<file path="config.mk">
export PLATFORM = sky130hd
export DESIGN_NAME = balance_mlp_seq
export DESIGN_NICKNAME = d
export VERILOG_FILES = /design/src/rtl/balance_mlp_seq.sv
export SDC_FILE = /design/constraint.sdc
export NUM_CORES = 1
export LEC_CHECK = 0
export ABC_AREA = 1
export ABC_CLOCK_PERIOD_IN_PS = 17800
export BUFFER_PORTS_ARGS = -buffer_cell sky130_fd_sc_hd__buf_2
export CAP_MARGIN = 20
export CORE_ASPECT_RATIO = 0.6
export CORE_MARGIN = 2
export CORE_UTILIZATION = 45
export CTS_CLUSTER_DIAMETER = 80
export DETAILED_ROUTE_END_ITERATION = 7
export PLACE_DENSITY_LB_ADDON = 0.12
export SLEW_MARGIN = 0
export SYNTH_ARGS = -nofsm -noshare
export SYNTH_HDL_FRONTEND = slang
export SYNTH_SLANG_ARGS = --single-unit
</file>
<file path="constraint.sdc">
create_clock -name clk -period 17.8 [get_ports clk]
set_input_delay 3.56 -clock clk [delete_from_list [all_inputs] [get_ports clk]]
set_output_delay 3.56 -clock clk [all_outputs]
set_load 0.005 [all_outputs]
</file>
<file path="src/rtl/balance_mlp_seq.sv">
// Time-multiplexed Balance Scale MLP (4-3-3): one shift-only MAC and one accumulator,
// 12 layer-0 steps then 9 layer-1 steps per classification, exact running argmax.
module balance_mlp_seq #(
  parameter int IN_W  = 4,
  parameter int HID_W = 8,
  parameter int ACC_W = 18,
  parameter int CNT_W = 16
) (
  input  logic               clk,
  input  logic               rst,
  input  logic               in_valid,
  output logic               in_ready,
  input  logic [4*IN_W-1:0]  in_data,
  output logic               out_valid,
  input  logic               out_ready,
  output logic [1:0]         out_class,
  output logic               busy,
  output logic [CNT_W-1:0]   done_cnt
);

  typedef enum logic [1:0] {
    IDLE = 2'd0,
    L0   = 2'd1,
    L1   = 2'd2,
    DONE = 2'd3
  } state_t;

  state_t                   state;
  logic [4*IN_W-1:0]        data_q;
  logic [1:0]               idx_a;
  logic [1:0]               idx_b;
  logic signed [ACC_W-1:0]  acc;
  logic [HID_W-1:0]         h0, h1, h2;
  logic [15:0]              best_score;
  logic [1:0]               best_idx;

  logic [HID_W-1:0]         opnd;
  logic [4:0]               wcode;
  logic signed [ACC_W-1:0]  mag;
  logic signed [ACC_W-1:0]  term;
  logic signed [ACC_W-1:0]  sum;
  logic [HID_W-1:0]         h_new;
  logic [15:0]              score;
  logic                     take;

  // Weight code {zero, negate, shift[2:0]}: every weight is 0 or +/-2^shift.
  function automatic logic [4:0] w0_code(input logic [1:0] n, input logic [1:0] i);
    case ({n, i})
      4'b00_00, 4'b00_01, 4'b01_00, 4'b01_01: w0_code = 5'b0_0_110;
      4'b00_10, 4'b00_11, 4'b01_10, 4'b01_11: w0_code = 5'b0_1_110;
      4'b10_00, 4'b10_11:                     w0_code = 5'b0_1_101;
      4'b10_10:                               w0_code = 5'b0_1_010;
      default:                                w0_code = 5'b1_0_000;
    endcase
  endfunction

  function automatic logic [4:0] w1_code(input logic [1:0] o, input logic [1:0] n);
    case ({o, n})
      4'b00_00: w1_code = 5'b0_1_101;
      4'b00_01: w1_code = 5'b0_0_101;
      4'b00_10: w1_code = 5'b0_0_101;
      4'b01_00: w1_code = 5'b0_0_100;
      4'b01_01: w1_code = 5'b0_0_110;
      4'b10_00: w1_code = 5'b0_0_110;
      4'b10_01: w1_code = 5'b0_1_110;
      4'b10_10: w1_code = 5'b0_0_101;
      default:  w1_code = 5'b1_0_000;
    endcase
  endfunction

  function automatic logic signed [ACC_W-1:0] bias0(input logic [1:0] n);
    case (n)
      2'd0:    bias0 = ACC_W'(16);
      2'd1:    bias0 = ACC_W'(1024);
      default: bias0 = ACC_W'(-512);
    endcase
  endfunction

  function automatic logic signed [ACC_W-1:0] bias1(input logic [1:0] o);
    case (o)
      2'd0:    bias1 = ACC_W'(-4096);
      2'd1:    bias1 = ACC_W'(-4096);
      default: bias1 = ACC_W'(4096);
    endcase
  endfunction

  assign in_ready  = (state == IDLE);
  assign busy      = (state != IDLE);
  assign out_valid = (state == DONE);

  always_comb begin
    opnd = '0;
    if (state == L1) begin
      case (idx_b)
        2'd0:    opnd = h0;
        2'd1:    opnd = h1;
        default: opnd = h2;
      endcase
    end else begin
      case (idx_b)
        2'd0:    opnd = HID_W'(data_q[IN_W-1:0]);
        2'd1:    opnd = HID_W'(data_q[2*IN_W-1:IN_W]);
        2'd2:    opnd = HID_W'(data_q[3*IN_W-1:2*IN_W]);
        default: opnd = HID_W'(data_q[4*IN_W-1:3*IN_W]);
      endcase
    end
  end

  always_comb begin
    wcode = (state == L1) ? w1_code(idx_a, idx_b) : w0_code(idx_a, idx_b);
    mag   = signed'(ACC_W'(opnd) << wcode[2:0]);
    term  = '0;
    if (!wcode[4]) begin
      term = wcode[3] ? -mag : mag;
    end
    sum = acc + term;
  end

  always_comb begin
    h_new = '0;
    if (!sum[ACC_W-1]) begin
      if (|sum[ACC_W-1:HID_W+4]) begin
        h_new = '1;
      end else begin
        h_new = sum[HID_W+3:4];
      end
    end
    score = sum[ACC_W-1] ? '0 : sum[15:0];
    take  = (idx_a == 2'd0) || (score > best_score);
  end

  always_ff @(posedge clk) begin
    if (rst) begin
      state      <= IDLE;
      data_q     <= '0;
      idx_a      <= '0;
      idx_b      <= '0;
      acc        <= '0;
      h0         <= '0;
      h1         <= '0;
      h2         <= '0;
      best_score <= '0;
      best_idx   <= '0;
      out_class  <= '0;
      done_cnt   <= '0;
    end else begin
      case (state)
        IDLE: begin
          if (in_valid) begin
            data_q <= in_data;
            idx_a  <= '0;
            idx_b  <= '0;
            acc    <= bias0(2'd0);
            state  <= L0;
          end
        end
        L0: begin
          if (idx_b == 2'd3) begin
            case (idx_a)
              2'd0:    h0 <= h_new;
              2'd1:    h1 <= h_new;
              default: h2 <= h_new;
            endcase
            idx_b <= '0;
            if (idx_a == 2'd2) begin
              idx_a <= '0;
              acc   <= bias1(2'd0);
              state <= L1;
            end else begin
              idx_a <= idx_a + 2'd1;
              acc   <= bias0(idx_a + 2'd1);
            end
          end else begin
            acc   <= sum;
            idx_b <= idx_b + 2'd1;
          end
        end
        L1: begin
          if (idx_b == 2'd2) begin
            if (take) begin
              best_score <= score;
              best_idx   <= idx_a;
            end
            idx_b <= '0;
            if (idx_a == 2'd2) begin
              // final compare is folded in here so the result lands on the same edge
              out_class <= take ? idx_a : best_idx;
              idx_a     <= '0;
              state     <= DONE;
            end else begin
              idx_a <= idx_a + 2'd1;
              acc   <= bias1(idx_a + 2'd1);
            end
          end else begin
            acc   <= sum;
            idx_b <= idx_b + 2'd1;
          end
        end
        DONE: begin
          if (out_ready) begin
            done_cnt <= done_cnt + CNT_W'(1);
            state    <= IDLE;
          end
        end
        default: state <= IDLE;
      endcase
    end
  end

endmodule
</file>
==> results.py <==
metrics = {
    "critical_path": {
        "critPathMaxFanout": 27,
        "startpoint_type": "flip-flop",
        "crit_end": "best_idx[1]$_SDFFE_PP0P_",
        "r2r_setup_slack_ps": 10110,
        "cp_slowest_cell": "ha_1",
        "cp.arrival_ps": 7940,
        "end_kind": "flip-flop",
        "reg2reg_from": "idx_b[1]$_SDFFE_PP0P_",
        "rr_worst_depth": 42,
        "critical_path_class": "flip-flop to flip-flop",
        "r2r-end": "best_idx[1]$_SDFFE_PP0P_",
        "path_common_cell": "nand2_1",
        "slowest_delay_ps": 670,
        "crit_start": "idx_b[1]$_SDFFE_PP0P_",
        "worstPathRequired_ps": 18040,
    },
    "cts": {
        "postCtsHoldBufs": 0,
        "cts_buffers": 9,
        "insertion_delay_ps": 350,
        "max-clock-path-buffers": 2,
        "h-tree-depth": 3,
        "cts_tree": "yes",
        "path_clk_slew_ps": 80,
        "postCtsResizedCells": 0,
        "cts_setup_buffers": 0,
        "cts.sinks": 100,
        "root_buffer": "clkbuf_16",
    },
    "logic_synthesis": {
        "synth_seq_area_share_pct": 29.43,
        "yosysTopAreaCellShare_pct": 29.43,
        "ys_ff_latch": 100,
        "synth_cell_types": 48,
        "synth_nets": 1077,
        "netlist_area_sq_um": 6802,
        "syn-instance-count": 1004,
        "synthTopCellsByArea": "dfxtp_1 (29%), nand2_1 (12%), ha_1 (9.6%)",
        "synth.largest_area_cell": "dfxtp_1",
        "syn_avg_cell_area_sq_um": 6.774,
        "synth_warnings": 0,
    },
    "placed_design": {
        "post-place-cells": 1209,
        "gp_congestion": 0.8864,
        "place_ws_ps": 10310,
        "place_area_sq_um": 7086,
        "dp_hpwl_mm": 13.70,
        "portBuffers": 40,
    },
    "layout": {
        "diodes": 0,
        "synthToLayoutAreaGrowth_pct": 9.032,
        "final_util_pct": 50.68,
        "finalInstanceArea_sq_um": 7416,
        "final_layout_size_suffix_gt1_share_pct": 12.23,
        "nNetsFinal": 1098,
        "instances_no_fill": 1228,
    },
    "timing": {
        "finalSetupViolCount": 0,
        "period_needed_ps": 7695,
        "clock_skew_ps": 13.90,
        "final-hold-violation-count": 0,
        "post-route-period-util_pct": 43.23,
        "finalSetupTns_ps": 0,
        "slew_violations": 0,
        "tightest_slew_ps": 1000,
        "fin_ws_ps": 10110,
        "whs_ps": 449.0,
        "grt_setup_unrepaired": "no",
        "fmaxAchievable_ghz": 0.1300,
        "slew_headroom_pct": 32.82,
    },
    "floorplan": {
        "row_count": 34,
        "pin_count": 41,
        "start_util_pct": 46.48,
        "die_x_um": 162.7,
        "dieArea_sq_um": 16150,
        "coreArea_sq_um": 14630,
        "die_y_um": 99.23,
    },
    "run": {
        "drv_cap": 0,
    },
    "pwr": {
        "p_leak_nw": 3.293,
        "total_power_mw": 1.361,
        "p_per_area_nw_per_um2": 183.6,
        "peakVddDrop_mv": 0.08511,
    },
    "global_route": {
        "track_usage_pct": 22.74,
        "grt_pass1_wl_mm": 29.50,
        "grt_overflow": 0,
        "grt_pass1_vias": 5647,
        "grt_antenna_before_repair": 0,
        "grt_max_degree": 48,
    },
    "routing": {
        "ant_nets": 0,
        "wirelength_mm": 17.82,
        "drt_iter0_markers": 507,
        "avgViaCountPerCell": 5.274,
        "firstDrtPassIters": 7,
        "avgRoutedWirePerCell_um": 14.51,
        "drc": 0,
        "routed-via-count": 6477,
    },
    "outcome": {
        "outcome": "finished, final reports clean",
    },
    "hold_path": {
        "hold_class": "flip-flop to flip-flop",
        "hold_depth": 1,
    },
}
cells in the final DEF, fill, tap and decap left out, types with 6 or more instances in the layout:
cell / instances
dfxtp_1: 100
nor2_1: 86
buf_2: 40
inv_1: 105
a31oi_1: 6
a21oi_1: 105
nor2_4: 10
nand2_2: 12
nor2_2: 6
inv_2: 8
o21ai_0: 92
xor2_1: 10
ha_1: 52
nand3_1: 64
clkbuf_16: 9
nor3_1: 20
nand3_2: 7
a21oi_2: 9
nand2_1: 218
Yosys cell counts, drive strengths merged:
library cell	instances
a22oi	2
xor2	10
a31oi	6
and2	2
xnor2	4
a21oi	114
nor3	21
nand2	231
buf	15
a221oi	1
nor2	102
nand3	71
fa	1
nand4	5
o211ai	4
nor4	1
inv	113
a211oi	3
nand3b	1
and3	1
o21ai	100
dfxtp	100
clkbuf	21
a21boi	2
clkinv	2
o21ba	1
a21o	1
o21a	5
o221ai	2
o21bai	9
a2111oi	1
ha	52
sequential cells by signal (all words and copies together) (netlist names):
signal	flops
h1	8
h2	8
best_score	16
done_cnt	16
h0	8
state	2
data_q	16
idx_b	2
acc	18
best_idx	2
idx_a	2
out_class	2
area by class of cell:
type | instances | area (sq um)
fill | 1462 | 7218
multi-input combinational | 753 | 4182
sequential | 100 | 2002
inverter | 115 | 431.7
timing repair buffer | 46 | 256.5
tap | 198 | 247.7
clock buffer | 10 | 229.0
clock inverter | 6 | 67.56
per-layer routing:
layer  track usage (%)  wire length, um
met1             36.38             9813
met2             31.68             6943
met3             3.503              887
met4             4.493              170
met5                 0                0
worst min path at each step:
| stage | slack, ps | from | to |
|---|---|---|---|
| 6_report | 450 | done_cnt[15]$_SDFFE_PP0P_ | done_cnt[15]$_SDFFE_PP0P_ |
| 5_1_grt | 480 | done_cnt[15]$_SDFFE_PP0P_ | done_cnt[15]$_SDFFE_PP0P_ |
| 4_1_cts | 460 | done_cnt[15]$_SDFFE_PP0P_ | done_cnt[15]$_SDFFE_PP0P_ |
| 3_5_place_dp | 450 | done_cnt[15]$_SDFFE_PP0P_ | done_cnt[15]$_SDFFE_PP0P_ |
| 3_3_place_gp | 440 | done_cnt[15]$_SDFFE_PP0P_ | done_cnt[15]$_SDFFE_PP0P_ |
| 2_1_floorplan | 430 | best_idx[1]$_SDFFE_PP0P_ | best_idx[1]$_SDFFE_PP0P_ |
kinds of logic (layout without fill, tap and decap cells):
group                    after synthesis  count (layout)  synth area share (%)
XOR/XNOR                              14              14                 1.803
adder cells (fa/ha/maj)               53              53                 9.860
AND/OR/NAND/NOR                      435             435                 28.55
AO/OA/AOI/OAI                        251             251                 21.27
buffers and inverters                151             177                 9.088
flip-flops                           100             100                 29.43
critical path, delay by kind of cell, from the launching register on:
| kind | cells | cell delay (ps) |
|---|---|---|
| adder cells (fa/ha/maj) | 4 | 1530 |
| buffers and inverters | 8 | 1210 |
| AND/OR/NAND/NOR | 18 | 2820 |
| AO/OA/AOI/OAI | 12 | 1670 |
| flip-flops | 1 | 350 |
power breakdown:
part	switching, mW	leakage, nW	internal [mW]
sequential	0.0146	0.810	0.241
combinational	0.623	2.34	0.287
clock	0.0956	0.144	0.0995
total	0.733	3.29	0.628
Note: power is estimated with default switching activity, not from simulation.
